**config.mk**
```make
export PLATFORM = sky130hd
export DESIGN_NAME = lbist_misr_flat
export DESIGN_NICKNAME = d
export VERILOG_FILES = /design/src/rtl/lbist_misr_if.sv /design/src/rtl/lbist_misr.sv /design/src/flat_wrapper.sv
export SDC_FILE = /design/constraint.sdc
export NUM_CORES = 1
export LEC_CHECK = 0
export BUFFER_PORTS_ARGS = -buffer_cell sky130_fd_sc_hd__buf_4
export CAP_MARGIN = 10
export CELL_PAD_IN_SITES_DETAIL_PLACEMENT = 0
export CELL_PAD_IN_SITES_GLOBAL_PLACEMENT = 1
export CORE_MARGIN = 1
export CORE_UTILIZATION = 29
export CTS_BUF_LIST = sky130_fd_sc_hd__clkbuf_2
export DETAILED_ROUTE_END_ITERATION = 7
export PLACE_DENSITY = 0.67
export SLEW_MARGIN = 5
export SYNTH_ARGS = -nofsm -noshare
export SYNTH_HDL_FRONTEND = slang
export SYNTH_SLANG_ARGS = --single-unit
```
**constraint.sdc**
```tcl
create_clock -name clk -period 2.9 [get_ports clk]
set_clock_uncertainty 0.2 [all_clocks]
set_input_delay 0.58 -clock clk [delete_from_list [all_inputs] [get_ports clk]]
set_output_delay 0.58 -clock clk [all_outputs]
set_load 0.05 [all_outputs]
```
**src/rtl/lbist_misr_if.sv**
```systemverilog
// lbist_misr_if: bundles the three channels of the MISR block.
//   req_*     : hash-count request from the LBIST controller.
//   cut_out_* : circuit-under-test output words to be compressed.
//   resp_*    : signature returned to the controller.
// Modports:
//   master : the controller/CUT side (drives val and msg on req and cut_out,
//            drives rdy on resp).
//   slave  : the MISR side (lbist_misr).
//
// Handshake semantics (all three channels): a transfer happens on a rising
// clock edge where val && rdy are both 1. A producer holding val high must
// keep msg stable until the transfer happens. rdy never depends
// combinationally on val.
interface lbist_misr_if #(
    parameter int CUT_OUTPUT_BITS = 32,
    parameter int SIGNATURE_BITS  = 32,
    parameter int MISR_MSG_BITS   = 5
);
    logic                       req_val;
    logic                       req_rdy;
    logic [MISR_MSG_BITS:0]     req_msg;

    logic                       cut_out_val;
    logic                       cut_out_rdy;
    logic [CUT_OUTPUT_BITS-1:0] cut_out_msg;

    logic                       resp_val;
    logic                       resp_rdy;
    logic [SIGNATURE_BITS-1:0]  resp_msg;

    modport master (
        output req_val, req_msg, cut_out_val, cut_out_msg, resp_rdy,
        input  req_rdy, cut_out_rdy, resp_val, resp_msg
    );

    modport slave (
        input  req_val, req_msg, cut_out_val, cut_out_msg, resp_rdy,
        output req_rdy, cut_out_rdy, resp_val, resp_msg
    );
endinterface

```
**src/rtl/lbist_misr.sv**
```systemverilog
// lbist_misr: multiple-input signature register for one circuit under test.
// Accepts a hash-count request, compresses that many CUT output words into
// a signature with an LFSR-style shift/feedback, then returns the signature.
// Ports:
//   clk       : clock.
//   reset     : synchronous, active-high reset.
//   bus       : lbist_misr_if.slave carrying the req, cut_out and resp
//               channels.
//   dbg_state : current FSM state (0=IDLE, 1=HASH, 2=DONE).
module lbist_misr #(
    parameter int                      CUT_OUTPUT_BITS     = 32,
    parameter int                      SIGNATURE_BITS      = 32,
    parameter int                      MAX_OUTPUTS_TO_HASH = 32,
    parameter int                      MISR_MSG_BITS       = $clog2(MAX_OUTPUTS_TO_HASH),
    parameter logic [SIGNATURE_BITS-1:0] TAP_MASK          = 32'h80200003
) (
    input  logic       clk,
    input  logic       reset,
    lbist_misr_if.slave bus,
    output logic [1:0] dbg_state
);

    typedef enum logic [1:0] {
        IDLE = 2'd0,
        HASH = 2'd1,
        DONE = 2'd2
    } state_e;

    localparam int CW = MISR_MSG_BITS + 1;
    localparam logic [CW-1:0] MAX_CNT = CW'(MAX_OUTPUTS_TO_HASH);
    localparam logic [CW-1:0] ONE     = CW'(1);
    // Number of signature-wide chunks a CUT word splits into (at least 1).
    localparam int NCHUNK = (CUT_OUTPUT_BITS + SIGNATURE_BITS - 1) / SIGNATURE_BITS;

    state_e                    state_q, state_d;
    logic [SIGNATURE_BITS-1:0] sig_q, sig_d;
    logic [CW-1:0]             count_target_q, count_target_d;
    logic [CW-1:0]             count_q, count_d;

    logic                      req_hs;
    logic                      cut_hs;
    logic                      resp_hs;
    logic [CW-1:0]             clamped_req;

    // Narrow words are zero-extended; wide words are cut into signature-wide
    // chunks from the LSB (top chunk zero-padded) and XORed together. With a
    // single chunk the loop reduces to plain zero-extension.
    function automatic logic [SIGNATURE_BITS-1:0] fold(input logic [CUT_OUTPUT_BITS-1:0] x);
        logic [NCHUNK*SIGNATURE_BITS-1:0] padded;
        logic [SIGNATURE_BITS-1:0]        acc;
        padded                      = '0;
        padded[CUT_OUTPUT_BITS-1:0] = x;
        acc                         = '0;
        for (int i = 0; i < NCHUNK; i++) begin
            acc = acc ^ padded[i*SIGNATURE_BITS +: SIGNATURE_BITS];
        end
        return acc;
    endfunction

    // Moore outputs; reset forces every ready/valid low in its own cycle.
    always_comb begin
        bus.req_rdy     = !reset && (state_q == IDLE);
        bus.cut_out_rdy = !reset && (state_q == HASH);
        bus.resp_val    = !reset && (state_q == DONE);
        bus.resp_msg    = sig_q;
        dbg_state       = state_q;
    end

    assign req_hs      = bus.req_val && bus.req_rdy;
    assign cut_hs      = bus.cut_out_val && bus.cut_out_rdy;
    assign resp_hs     = bus.resp_val && bus.resp_rdy;
    assign clamped_req = (bus.req_msg > MAX_CNT) ? MAX_CNT : bus.req_msg;

    always_comb begin
        state_d        = state_q;
        sig_d          = sig_q;
        count_target_d = count_target_q;
        count_d        = count_q;
        case (state_q)
            IDLE: begin
                if (req_hs) begin
                    count_target_d = clamped_req;
                    sig_d          = '0;
                    count_d        = '0;
                    // A zero-length request skips hashing; signature stays 0.
                    state_d        = (clamped_req == '0) ? DONE : HASH;
                end
            end
            HASH: begin
                if (cut_hs) begin
                    sig_d   = {sig_q[SIGNATURE_BITS-2:0], ^(sig_q & TAP_MASK)}
                              ^ fold(bus.cut_out_msg);
                    count_d = count_q + ONE;
                    if (count_q == count_target_q - ONE) begin
                        state_d = DONE;
                    end
                end
            end
            DONE: begin
                if (resp_hs) begin
                    state_d = IDLE;
                end
            end
            default: begin
                state_d = IDLE;
            end
        endcase
    end

    always_ff @(posedge clk) begin
        if (reset) begin
            state_q        <= IDLE;
            sig_q          <= '0;
            count_target_q <= '0;
            count_q        <= '0;
        end else begin
            state_q        <= state_d;
            sig_q          <= sig_d;
            count_target_q <= count_target_d;
            count_q        <= count_d;
        end
    end

endmodule

```
**src/flat_wrapper.sv**
```systemverilog
// flat-port wrapper written by rule: the top's interface ports become plain ports
module lbist_misr_flat 
#(
    parameter int                      CUT_OUTPUT_BITS     = 32,
    parameter int                      SIGNATURE_BITS      = 32,
    parameter int                      MAX_OUTPUTS_TO_HASH = 32,
    parameter int                      MISR_MSG_BITS       = $clog2(MAX_OUTPUTS_TO_HASH),
    parameter logic [SIGNATURE_BITS-1:0] TAP_MASK          = 32'h80200003
)
  (clk, reset, dbg_state, bus_req_val, bus_req_msg, bus_cut_out_val, bus_cut_out_msg, bus_resp_rdy, bus_req_rdy, bus_cut_out_rdy, bus_resp_val, bus_resp_msg);
  lbist_misr_if #(.CUT_OUTPUT_BITS(CUT_OUTPUT_BITS), .SIGNATURE_BITS(SIGNATURE_BITS), .MISR_MSG_BITS(MISR_MSG_BITS)) bus_i ();
  input  logic clk;
  input  logic reset;
  output logic [1:0] dbg_state;
  input wire logic [$bits(bus_i.req_val)-1:0] bus_req_val;
  input wire logic [$bits(bus_i.req_msg)-1:0] bus_req_msg;
  input wire logic [$bits(bus_i.cut_out_val)-1:0] bus_cut_out_val;
  input wire logic [$bits(bus_i.cut_out_msg)-1:0] bus_cut_out_msg;
  input wire logic [$bits(bus_i.resp_rdy)-1:0] bus_resp_rdy;
  output wire logic [$bits(bus_i.req_rdy)-1:0] bus_req_rdy;
  output wire logic [$bits(bus_i.cut_out_rdy)-1:0] bus_cut_out_rdy;
  output wire logic [$bits(bus_i.resp_val)-1:0] bus_resp_val;
  output wire logic [$bits(bus_i.resp_msg)-1:0] bus_resp_msg;
  assign bus_i.req_val = bus_req_val;
  assign bus_i.req_msg = bus_req_msg;
  assign bus_i.cut_out_val = bus_cut_out_val;
  assign bus_i.cut_out_msg = bus_cut_out_msg;
  assign bus_i.resp_rdy = bus_resp_rdy;
  assign bus_req_rdy = bus_i.req_rdy;
  assign bus_cut_out_rdy = bus_i.cut_out_rdy;
  assign bus_resp_val = bus_i.resp_val;
  assign bus_resp_msg = bus_i.resp_msg;
  lbist_misr #(.CUT_OUTPUT_BITS(CUT_OUTPUT_BITS), .SIGNATURE_BITS(SIGNATURE_BITS), .MAX_OUTPUTS_TO_HASH(MAX_OUTPUTS_TO_HASH), .MISR_MSG_BITS(MISR_MSG_BITS), .TAP_MASK(TAP_MASK)) u_core (.clk(clk), .reset(reset), .bus(bus_i), .dbg_state(dbg_state));
endmodule
```
==> summary by stage, run 1 <==
Cells and area
The multi-input logic area is roughly 1300 sq um. The antenna diode instance count is 0. The signed area change from the synthesized netlist to the final layout is 25.6%. The sequential cell area in the final layout is 921 sq um. Cells with a size suffix above 1 make up 29.2% of the layout. The count of filler cells inserted in the layout is about 850. The final-stage net count is slightly below 400.

Clock tree
In this run the number of H-tree levels came out at 2. In this run the post-CTS setup repair buffer count came out at 0. For this design, the CTS-stage hold fixing added 0 buffers. The later pin in the worst-skew pair is clocked with a latency of between 0.4 and 0.5 ns. The clock buffer count from CTS is 5.

For this design, the sink count on the clock tree is between 40 and 50. The clock root buffer is sky130_fd_sc_hd__clkbuf_2. TritonCTS built the clock tree. The clock transition at the register clock pins on the worst setup and hold paths after CTS is ~0.22 ns. The number of buffers between clock root and the deepest sink is 2. The post-cts resize count is 0.

GRT
The first global-routing pass estimated between 9000 and 10000 um of wire. The pin count of the biggest net entering global routing is 48. The number of antenna violations at the first check in global routing was 0. In the global route stage, overall resource usage came out at between 10% and 20%. The number of global-route vias before repair is between 1500 and 2000. After global routing the overflow that remains totals 0.

Setup path
The worst setup path category is reg2out. The critical path startpoint category is a flop. For the worst setup path, the data arrival time is approximately 1.6 ns.

STA classifies the critical path endpoint as an output port. STA puts the critical path data required time at 2.12 ns. The largest driver fanout on the critical path is 8.

Timing
After layout, the minimum clock period comes to 2.37 ns. After routing, the total negative slack on setup checks comes to 0 ns. In this run the tightest slew margin relative to its limit is 64.3%.

Setup violations remaining at the end of the flow were counted as 0. Static timing analysis puts the maximum clock frequency at roughly 420 MHz. The number of hold-slack violations in the final timing report is 0.

The final worst-path cycle share is between 80% and 90%. The slew at the pin with the worst max-slew slack is about 0.53 ns. The worst hold slack after final layout is around 0.19 ns. The total count of max-transition violations in the final report is 0. Setup repair after global routing left no endpoint under its margin.

Pwr
For this design the static power due to leakage is 1.29 nW. The worst supply voltage drop on vdd is ~130 uV. The completed layout was analyzed and its total power is between 1 and 1.5 mW. The power per standard cell area is 402 nW/um^2.

Drt
The first detailed-routing pass took 4 iterations. After detailed routing, the total wire length is ~5500 um. Dividing the detail-routed wire length by the instance count gives 12.4 um. The via total after detailed routing is 2043. The number of violations reported at the end of detailed-routing iteration 0 is 109. Using the TritonRoute via totals, the vias-per-cell ratio works out to approximately 4.6. The number of nets with antenna violations after routing is 0. The remaining design rule violation count is 0.

Die
The die height is between 90 and 100 um. The site row count is 32. The full die area is between 8000 and 9000 sq um. The top-level port count is 80.

The floorplan step defined a core boundary enclosing between 7000 and 8000 sq um. The floorplan step set the die width to roughly 93 um. The initial core utilization is a little under a third.

Logic synthesis
The post-synthesis sequential element count is 46. Yosys instantiated no cell more often than sky130_fd_sc_hd__dfxtp_1. The synthesized design devotes to its leading area cell type about two fifths of total area. Counting every net in the synthesized netlist gives 316. The netlist area before placement is 2380 sq um. During synthesis, Yosys emitted a total of 0 warnings. The commonest cells after synthesis are sky130_fd_sc_hd__dfxtp_1, sky130_fd_sc_hd__nand2_1, sky130_fd_sc_hd__xor2_1. The most used flip-flop cell after synthesis is sky130_fd_sc_hd__dfxtp_1. Averaged over all synthesized cells, the footprint is just under 9 sq um. The number of flops mapped to enable cells by yosys is 0.

The number of distinct standard cells referenced by the synthesized netlist is 37. sky130_fd_sc_hd__dfxtp_1 takes more of the synthesized area than any other cell. The share of flip-flops with an asynchronous set or reset after synthesis is 0%.

Synthesis produced between 200 and 300 cells. In the post-synthesis netlist, the biggest area contributors are sky130_fd_sc_hd__dfxtp_1, sky130_fd_sc_hd__xor2_1, sky130_fd_sc_hd__nand3_1. The sequential-to-total area share from yosys stat is around two fifths.

Hold path
The path class of the tightest hold or removal check is in2reg.

Placement
At the end of routability-driven placement, the weighted congestion stood at around 0.78. Input and output buffers added on the ports amount to a little under 80. Detailed placement finished with a half-perimeter wire length of 3830 um.

Status
The flow ran to the end, and the final reports show no timing, DRC or antenna violations.

Run
The tool flagged a number of max-cap violations equal to 0.
==> state kept, by name, summed over array words and instances (netlist names) <==
name / flops
u_core.count_target_q: 6
u_core.bus.resp_msg: 32
u_core.count_q: 6
u_core.dbg_state: 2
==> layer usage <==
layer / wire, um / share of wire [%] / global-route usage [%] / up-vias
met2: 2510 / 45 / 21.2 / 50
li1: - / - / - / 1052
met3: 263 / 4.8 / 2.63 / 8
met4: 99 / 1.8 / 5.47 / 0
met5: 0 / 0 / 0 / -
met1: 2660 / 48 / 18.0 / 933
==> final timing paths <==
path / start / endpoint / slack, ns / cells past startpoint
max: u_core.dbg_state[0] / bus_cut_out_rdy / 0.53 / 3
min: bus_req_msg[5] / u_core.count_target_q[5] / 0.19 / 3
max reg2reg: u_core.count_target_q[0] / u_core.dbg_state[0] / 0.96 / 7
min reg2reg: u_core.bus.resp_msg[22] / u_core.bus.resp_msg[22] / 0.30 / 2
==> report_power, final <==
part           total [mW]  leakage [nW]  internal [mW]  switching (mW)
clock network       0.258        0.0304         0.0593           0.199
logic               0.270         0.882          0.110           0.160
registers           0.673         0.373          0.652          0.0206
==> worst max-delay path, cell delays in order (launching register included) <==
cell and delay, ns:
sky130_fd_sc_hd__dfxtp_1 0.55, sky130_fd_sc_hd__nor2b_2 0.22, sky130_fd_sc_hd__nor2b_1 0.19, sky130_fd_sc_hd__buf_4 0.23
==> cell type report <==
cell class	instances	share of cell area, %
inverter	2	0.251
multi-input combinational	205	42.7
timing repair buffer	82	20.6
clock buffer	6	1.01
sequential	46	30.8
tap	102	4.27
clock inverter	2	0.293
==> placed cells by master (no fill, tap or decap), types with 2 or more instances in the layout <==
cell                       count
sky130_fd_sc_hd__a21oi_2       4
sky130_fd_sc_hd__nand2b_1      4
sky130_fd_sc_hd__xor2_1       39
sky130_fd_sc_hd__nand3_1      33
sky130_fd_sc_hd__nand4_1       4
sky130_fd_sc_hd__dfxtp_1      46
sky130_fd_sc_hd__nand2_1      39
sky130_fd_sc_hd__inv_1         2
sky130_fd_sc_hd__xnor2_1       9
sky130_fd_sc_hd__nor2_1       13
sky130_fd_sc_hd__nor3_1        2
sky130_fd_sc_hd__nor3_2        2
sky130_fd_sc_hd__nand3b_1      5
sky130_fd_sc_hd__ha_1          2
sky130_fd_sc_hd__o31ai_1       2
sky130_fd_sc_hd__o21ai_0       2
sky130_fd_sc_hd__buf_4        82
sky130_fd_sc_hd__clkbuf_2      6
sky130_fd_sc_hd__a21oi_1      31
==> logic make-up after synthesis <==
group	Yosys count	share of synthesized area, %
buf+inv	20	7.68
compound gates	44	11.3
flops	46	38.7
mux	2	1.05
xor+xnor	48	17.7
fa+ha+maj	2	1.05
simple gates	109	22.5
==> metrics by stage <==
step | utilization, % | cells | worst slack (ns) | area [sq um]
6_report | 38.1 | 445 | 0.527 | 2990
3_3_place_gp | 37.6 | 437 | 0.746 | 2950
4_1_cts | 38.1 | 445 | 0.479 | 2990
2_1_floorplan | - | 271 | 0.116 | 2380
3_5_place_dp | 37.6 | 437 | 0.732 | 2950
5_1_grt | 38.1 | 445 | 0.373 | 2990
Note: power is estimated with default switching activity, not from simulation.
==> run 2, diff against run 1 <==
clock period = 2.5 ns   (was 2.9 ns; I/O delays follow)
==> run 2 against run 1 <==
  * Via count is essentially flat
  * Routed wire length rose by 1.1%
  * Total power up 16%
  * Combinational power grew 18%
  * Setup slack got worse by 0.27 ns
  * Utilization increased by 0.24 points
  * Sequential share of layout area fell by 0.19 points
  * Global-route usage down 0.27 points
  * Flip-flop and latch count is the same
  * Hold slack got worse by 0.056 ns
==> summary by stage, run 2 (same netlist as run 1, synthesis figures left out) <==
Setup path
The critical path startpoint category is a flop (unchanged). The data required time of the critical path is 1.80 ns (was 2.12 ns). The arrival time at the worst endpoint is 1.54 ns (was 1.59 ns). The type of element capturing the critical path is an output port (unchanged).

The largest driver fanout on the critical path is 8 (unchanged). The worst setup path category is reg2out (unchanged).

Pwr
The clock network fraction of design power is 21.3% (was 21.5%). The switching power summed over all nets is 436 uW (was 379 uW). The standby leakage power came to 1.30 nW (was 1.29 nW). The worst supply voltage drop on vdd was 220 uV (was 131 uV).

The power share of the combinational group is 22.8% (was 22.5%). The power per standard cell area is 464 nW/um^2 (was 402 nW/um^2). The fraction of power consumed by sequential logic is 55.9% (was 56.0%).

The internal power summed over all cells came to 959 uW (was 821 uW). The net switching fraction of the power was 31.3% (was 31.6%).

Drt
The iteration count of the initial detailed-routing pass is 4 (unchanged). The number of vias per cell is 4.59 (about the same). The average wire per cell in the routed design was 12.5 um (was 12.4 um).

The via total after detailed routing was 2045 (was 2043). The remaining design rule violation count is 0 (unchanged). The number of nets with antenna violations after routing is 0 (unchanged). The number of violations reported at the end of detailed-routing iteration 0 came to 77 (was 109). The wire length after detailed routing is 5590 um (was 5530 um).

Cells and area
The antenna diode instance count is 0 (unchanged). Highest-count cells in the layout ignoring fill and taps: sky130_fd_sc_hd__buf_4, sky130_fd_sc_hd__dfxtp_1, sky130_fd_sc_hd__nand2_1, sky130_fd_sc_hd__xor2_1, sky130_fd_sc_hd__nand3_1 (unchanged). The non-filler instance count after layout is 446 (was 445). The final-stage net count is 389 (was 387).

The final design instance area without fill is 3010 sq um (was 2990 sq um). The flip-flop count of the largest register, all copies and words added was 32 (unchanged). The signed area change from the synthesized netlist to the final layout is 26.4% (was 25.6%). The commonest non-fill, non-tap cell in the layout is sky130_fd_sc_hd__buf_4 (unchanged).

The multi-input logic area was 1280 sq um (about the same). The sequential cell area in the final layout is 921 sq um (unchanged). The share of post-route cells with drive strength above 1 is 30.2% (was 29.2%). The count of filler cells inserted in the layout is 867 (was 848).

Die
The die height is 92.5 um (unchanged). The site row count came to 32 (unchanged). The full die area was 8560 sq um (unchanged). The chip width was 92.5 um (unchanged). The top-level port count was 80 (unchanged).

The core outline area is 7850 sq um (unchanged). The initial core utilization is 30.3% (unchanged).

Timing
The number of hold-slack violations in the final timing report was 0 (unchanged). The total count of max-transition violations in the final report is 0 (unchanged). Counting I/O delays and the setup requirement, the final critical path takes around 2.2 ns. The setup violation total in the final timing report is 0 (unchanged). The final worst setup slack is 0.261 ns (was 0.527 ns). Static timing analysis puts the maximum clock frequency at approximately 450 MHz.

The headroom to the max-slew limit is 72.8% (was 64.3%). Of the available clock period, the critical path in the final layout requires between 80% and 90%. The slew at the pin with the worst max-slew slack is 0.406 ns (was 0.535 ns).

RSZ-0062 raised after global routing: no (unchanged). The setup TNS after final layout is 0 ns (unchanged).

Placement
The number of cells in the design after placement is 439 (was 437). The number of I/O port buffers came to 79 (unchanged). The routability congestion estimate from global placement is 0.774 (was 0.783). The sum of net half-perimeters after detailed placement is 4000 um (was 3830 um). The worst slack at placement is 0.482 ns (was 0.732 ns).

The area after detailed placement is 2970 sq um (was 2950 sq um).

Clock tree
The number of buffers inserted by hold repair at cts is 0 (unchanged). The number of post-CTS setup repair buffers was 0 (unchanged). The number of clock sinks is 46 (unchanged). The clock latency of the later-clocked register in the worst-skew pair is 0.41 ns (about the same). The clock transition at the register clock pins on the worst setup and hold paths after CTS came to 0.21 ns (was 0.22 ns). The CTS tree is done (unchanged).

The clock root buffer was sky130_fd_sc_hd__clkbuf_2 (unchanged). The number of buffers between clock root and the deepest sink came to 2 (unchanged). The post-cts resize count is 0 (unchanged).

The clock buffer count from CTS was 5 (unchanged). The number of levels in the clock H-tree is 2 (unchanged).

Run
The count of max-cap constraint violations is 0 (unchanged).

GRT
The global routing usage summed across all routing layers is 13.2% (was 13.5%). The number of antenna violations at the first check in global routing is 0 (unchanged). The first-pass GRT wire length was 9110 um (was 9180 um).

The number of global-route vias before repair is 1964 (was 1935). The sum of overflow across all layers after global routing came to 0 (unchanged). The pin count of the biggest net entering global routing is 35 (was 48).

Hold path
The classification of the worst-slack hold path is in2reg (unchanged).

Status
Outcome: complete, no violations (unchanged).
## run 2: changes by cell type in the layout (fill, tap and decap cells not counted), sizes merged
cell	change
clkbuf	+1
clkinv	-2
buf	+2
## run 2: power by group through the flow
stage | Sequential (mW) | Combinational (mW) | Clock, mW
after floorplan | 0.845 | 0.171 | 0
after global placement | 0.796 | 0.320 | 0
after detailed placement | 0.796 | 0.321 | 0
after CTS | 0.782 | 0.323 | 0.323
after global routing | 0.786 | 0.344 | 0.350
final | 0.781 | 0.318 | 0.297
## run 2: layout make-up
cell class	instances	area share (%)
clock buffers	7	1.17
multi-input cells	205	42.7
well taps	102	4.25
repair buffers	84	21.0
inverters	2	0.250
flip-flops and latches	46	30.6
## run 2: worst paths after layout
path,startpoint,end,slack (ns),cells after the start
worst max register to register,u_core.count_target_q[0],u_core.dbg_state[0],0.59,7
worst min register to register,u_core.bus.resp_msg[17],u_core.bus.resp_msg[17],0.29,2
worst max-delay path,u_core.dbg_state[0],bus_cut_out_rdy,0.26,3
worst min-delay path,bus_req_msg[0],u_core.count_target_q[0],0.14,3
## run 2: per-stage QoR
step	util, %	power, mW	hold WS, ns
after floorplan	-	1.02	0.257
after global placement	37.9	1.12	0.268
after detailed placement	37.9	1.12	0.273
after CTS	38.3	1.43	0.102
after global routing	38.3	1.48	0.108
final	38.3	1.40	0.136
## run 2: critical path, stage by stage (launching register included)
cell	delay [ns]
sky130_fd_sc_hd__dfxtp_1	0.56
sky130_fd_sc_hd__nor2b_2	0.21
sky130_fd_sc_hd__nor2b_2	0.17
sky130_fd_sc_hd__buf_4	0.21
## run 2: layer usage
| layer | global-route usage [%] | vias up | part of all wire [%] |
|---|---|---|---|
| li1 | - | 1056 | - |
| met1 | 16.9 | 941 | 47 |
| met2 | 22.2 | 43 | 47 |
| met3 | 2.46 | 5 | 4.1 |
| met4 | 4.30 | 0 | 1.1 |
| met5 | 0 | - | 0 |
==> run 3, diff against run 2 <==
ABC_AREA = 1   (was unset)
PLACE_DENSITY = 0.69   (was 0.67)
SLEW_MARGIN = unset   (was 5)
==> run 3 against run 2 <==
  * Sequential power grew 14%
  * Routed wire length grew 16%
  * Fmax shrank 3.3%
  * Total power grew 73%
==> summary by stage, run 3 <==
GRT
The most crowded layer after global routing is met2 (unchanged). The sum of overflow across all layers after global routing is 0 (unchanged). The first-pass GRT wire length came to 10700 um (was 9110 um). The global routing usage on met2 was 24.8% (was 22.2%). The global routing usage on met1 is 19.7% (was 16.9%). The pin count of the biggest net entering global routing is 36 (was 35). The met3 layer usage reported by global route came to 4.69% (was 2.46%). The number of global-route vias before repair was 2208 (was 1964). The global routing usage summed across all routing layers is 15.3% (was 13.2%). The number of antenna violations at the first check in global routing was 0 (unchanged).

Status
Outcome: complete, no violations (unchanged).

Logic synthesis
The biggest area consumer among synthesized cells is sky130_fd_sc_hd__dfxtp_1 (unchanged). The number of distinct standard cells referenced by the synthesized netlist was 31 (was 37). The post-synthesis sequential element count is 46 (unchanged).

The share of Yosys cell area claimed by the top area cell type was 37.4% (was 38.7%). The most used flip-flop cell after synthesis is sky130_fd_sc_hd__dfxtp_1 (unchanged). The post-synthesis area per instance was 7.58 sq um (was 8.77 sq um). Cell types with the largest area share after synthesis: sky130_fd_sc_hd__dfxtp_1, sky130_fd_sc_hd__a21oi_1, sky130_fd_sc_hd__nand2_1 (was sky130_fd_sc_hd__dfxtp_1, sky130_fd_sc_hd__xor2_1, sky130_fd_sc_hd__nand3_1). The number of warnings reported in the yosys synthesis log is 0 (unchanged).

The number of nets produced by synthesis is 370 (was 316). Commonest cells in the synthesized netlist: sky130_fd_sc_hd__nand2_1, sky130_fd_sc_hd__a21oi_1, sky130_fd_sc_hd__dfxtp_1 (was sky130_fd_sc_hd__dfxtp_1, sky130_fd_sc_hd__nand2_1, sky130_fd_sc_hd__xor2_1). The number of flops mapped to enable cells by yosys came to 0 (unchanged). The sequential-to-total area share from yosys stat is 37.4% (was 38.7%). The netlist area before placement is 2460 sq um (was 2380 sq um). The share of flip-flops with an asynchronous set or reset after synthesis came to 0% (unchanged). The most used standard cell by instance count after synthesis was sky130_fd_sc_hd__nand2_1 (was sky130_fd_sc_hd__dfxtp_1). The synthesized netlist cell count came to 325 (was 271).

Timing
The total count of max-transition violations in the final report is 0 (unchanged). RSZ-0062 raised after global routing: no (unchanged). The minimum clock period was 2.32 ns (was 2.24 ns). The final worst-path cycle share came to 92.6% (was 89.6%). The setup TNS after final layout was 0 ns (unchanged). The setup violation total in the final timing report is 0 (unchanged). The number of hold-slack violations in the final timing report is 0 (unchanged). The headroom to the max-slew limit was 61.6% (was 72.8%). The top achievable clock speed came to 432 MHz (was 447 MHz). The slew at the pin with the worst max-slew slack came to 0.575 ns (was 0.406 ns).

Clock tree
The number of buffers between clock root and the deepest sink is 2 (unchanged). The number of buffers inserted by hold repair at cts is 0 (unchanged). The clock buffer count from CTS is 5 (unchanged). The clock root buffer was sky130_fd_sc_hd__clkbuf_2 (unchanged). The CTS tree is done (unchanged). The clock latency of the later-clocked register in the worst-skew pair is 0.40 ns (was 0.41 ns). The number of levels in the clock H-tree is 2 (unchanged).

The number of clock sinks is 46 (unchanged). The number of post-CTS setup repair buffers was 0 (unchanged). The clock transition at the register clock pins on the worst setup and hold paths after CTS came to 0.22 ns (was 0.21 ns).

Drt
The average wire per cell in the routed design is 12.8 um (was 12.5 um). The iteration count of the initial detailed-routing pass is 4 (unchanged). The number of nets with antenna violations after routing is 0 (unchanged). The number of vias per cell is 4.70 (was 4.59). The number of violations reported at the end of detailed-routing iteration 0 is 117 (was 77).

The remaining design rule violation count is 0 (unchanged). The wire length after detailed routing was 6500 um (was 5590 um). The via total after detailed routing was 2385 (was 2045).

Placement
The number of I/O port buffers came to 79 (unchanged). The area after detailed placement was 3150 sq um (was 2970 sq um). The sum of net half-perimeters after detailed placement came to 4830 um (was 4000 um). The routability congestion estimate from global placement was 0.752 (was 0.774).

Setup path
The start point of the critical path was u_core.dbg_state[1] (was u_core.dbg_state[0]). The largest driver fanout on the critical path is 16 (was 8). The critical path startpoint category is a flop (unchanged). The arrival time at the worst endpoint was 1.62 ns (was 1.54 ns). The data required time of the critical path is 1.80 ns (about the same).

The register-to-register setup slack is 0.45 ns (was 0.59 ns). The launch point of the worst reg-to-reg path is u_core.dbg_state[0] (was u_core.count_target_q[0]). The type of element capturing the critical path is an output port (unchanged). The worst setup path category is reg2out (unchanged).

Hold path
The classification of the worst-slack hold path is in2reg (unchanged). The startpoint of the worst hold path is bus_req_msg[0] (unchanged).

Die
The initial core utilization is 30.0% (was 30.3%). The full die area is 8870 sq um (was 8560 sq um). The core outline area is 8220 sq um (was 7850 sq um).

The chip width is 94.2 um (was 92.5 um). The site row count came to 33 (was 32). The top-level port count is 80 (unchanged). The die height came to 94.2 um (was 92.5 um).

Cells and area
The count of filler cells inserted in the layout is 876 (was 867). The fraction of the core area covered by cells at the end of the flow came to 39.1% (was 38.3%). The commonest non-fill, non-tap cell in the layout is sky130_fd_sc_hd__buf_4 (unchanged). The share of post-route cells with drive strength above 1 is 31.8% (was 30.2%). The final-stage net count is 446 (was 389).

The antenna diode instance count is 0 (unchanged). The multi-input logic area was 1370 sq um (was 1280 sq um). The flip-flop count of the largest register, all copies and words added is 32 (unchanged). Highest-count cells in the layout ignoring fill and taps: sky130_fd_sc_hd__buf_4, sky130_fd_sc_hd__nand2_1, sky130_fd_sc_hd__a21oi_1 (was sky130_fd_sc_hd__buf_4, sky130_fd_sc_hd__dfxtp_1, sky130_fd_sc_hd__nand2_1, sky130_fd_sc_hd__xor2_1, sky130_fd_sc_hd__nand3_1). The signed area change from the synthesized netlist to the final layout came to 30.5% (was 26.4%). The final design instance area without fill is 3220 sq um (was 3010 sq um). The sequential cell area in the final layout is 922 sq um (was 921 sq um).

Pwr
The standby leakage power is 1.35 nW (was 1.30 nW). The power per standard cell area came to 750 nW/um^2 (was 464 nW/um^2). The worst supply voltage drop on vdd came to 451 uV (was 220 uV). The fraction of power consumed by sequential logic was 36.8% (was 55.9%). The net switching fraction of the power is 45.4% (was 31.3%). The clock network fraction of design power came to 16.8% (was 21.3%). The internal power summed over all cells is 1.32 mW (was 959 uW).

The switching power summed over all nets is 1.09 mW (was 436 uW). The power share of the combinational group is 46.4% (was 22.8%).

Run
The count of max-cap constraint violations came to 0 (unchanged).
-- run 3: changes by cell type after synthesis, moves of 6 or more --
cell | previous run | this run
sky130_fd_sc_hd__a21oi_1 | 31 | 61
sky130_fd_sc_hd__nand2_1 | 39 | 80
sky130_fd_sc_hd__xnor2_1 | 9 | 3
sky130_fd_sc_hd__o211ai_1 | 0 | 15
sky130_fd_sc_hd__buf_6 | 9 | 2
sky130_fd_sc_hd__xor2_1 | 39 | 4
sky130_fd_sc_hd__inv_1 | 2 | 22
sky130_fd_sc_hd__a21oi_2 | 4 | 10
sky130_fd_sc_hd__o211ai_2 | 0 | 15
sky130_fd_sc_hd__nand3_1 | 33 | 9
-- run 3: worst paths after layout --
check,cells past startpoint,end
setup / recovery,5,bus_cut_out_rdy
hold / removal,2,u_core.count_target_q[0]
setup reg to reg,8,u_core.bus.resp_msg[1]
hold reg to reg,2,u_core.bus.resp_msg[24]
-- run 3: kinds of logic after synthesis --
kind of cell	share of synthesized area, %
adders and majority gates	1.02
xor gates and xnor gates	2.49
buffers and inverters	7.41
and+or+nand+nor	20.1
AOI/OAI and AO/OA	31.6
DFF	37.4
-- run 3: final cells by class --
class                   count  area share, %
repair buffers             84           19.6
clock inverters             3           1.25
flip-flops and latches     46           28.7
well taps                 105           4.09
multi-input cells         239           42.7
inverters                  25           2.92
clock buffers               5          0.778
-- run 3: power by group through the flow --
stage	Sequential [mW]	Combinational (mW)	Clock [mW]
2_1_floorplan	1.07	0.668	0
3_3_place_gp	0.904	1.13	0
3_5_place_dp	0.903	1.13	0
4_1_cts	0.889	1.14	0.426
5_1_grt	0.901	1.23	0.454
6_report	0.888	1.12	0.404
-- run 3: routing by layer --
| metal | wire length, um | vias to the layer above |
|---|---|---|
| met5 | 0 | - |
| met4 | 56 | 0 |
| met3 | 403 | 5 |
| met2 | 3130 | 44 |
| met1 | 2910 | 1064 |
| li1 | - | 1272 |
-- run 3: what timing repair did --
item	CTS	global route
setup endpoints to repair	0	1
resized for setup	0	1
hold endpoints to repair	0	0
-- run 3: metrics by stage --
stage,instances,hold WS [ns],total power [mW],worst slack [ns]
global route,507,0.0609,2.58,0.0584
global placement,499,0.291,2.03,0.245
CTS,507,0.0771,2.45,0.0573
detailed placement,499,0.290,2.04,0.190
floorplan,325,0.269,1.74,0.201
finish,507,0.101,2.41,0.184
-- run 3: critical path: stages, from the launching register on --
cell and delay (ns):
sky130_fd_sc_hd__dfxtp_2 0.41, sky130_fd_sc_hd__inv_2 0.11, sky130_fd_sc_hd__nand2_2 0.10, sky130_fd_sc_hd__buf_4 0.22, sky130_fd_sc_hd__nor2_2 0.16, sky130_fd_sc_hd__buf_4 0.22
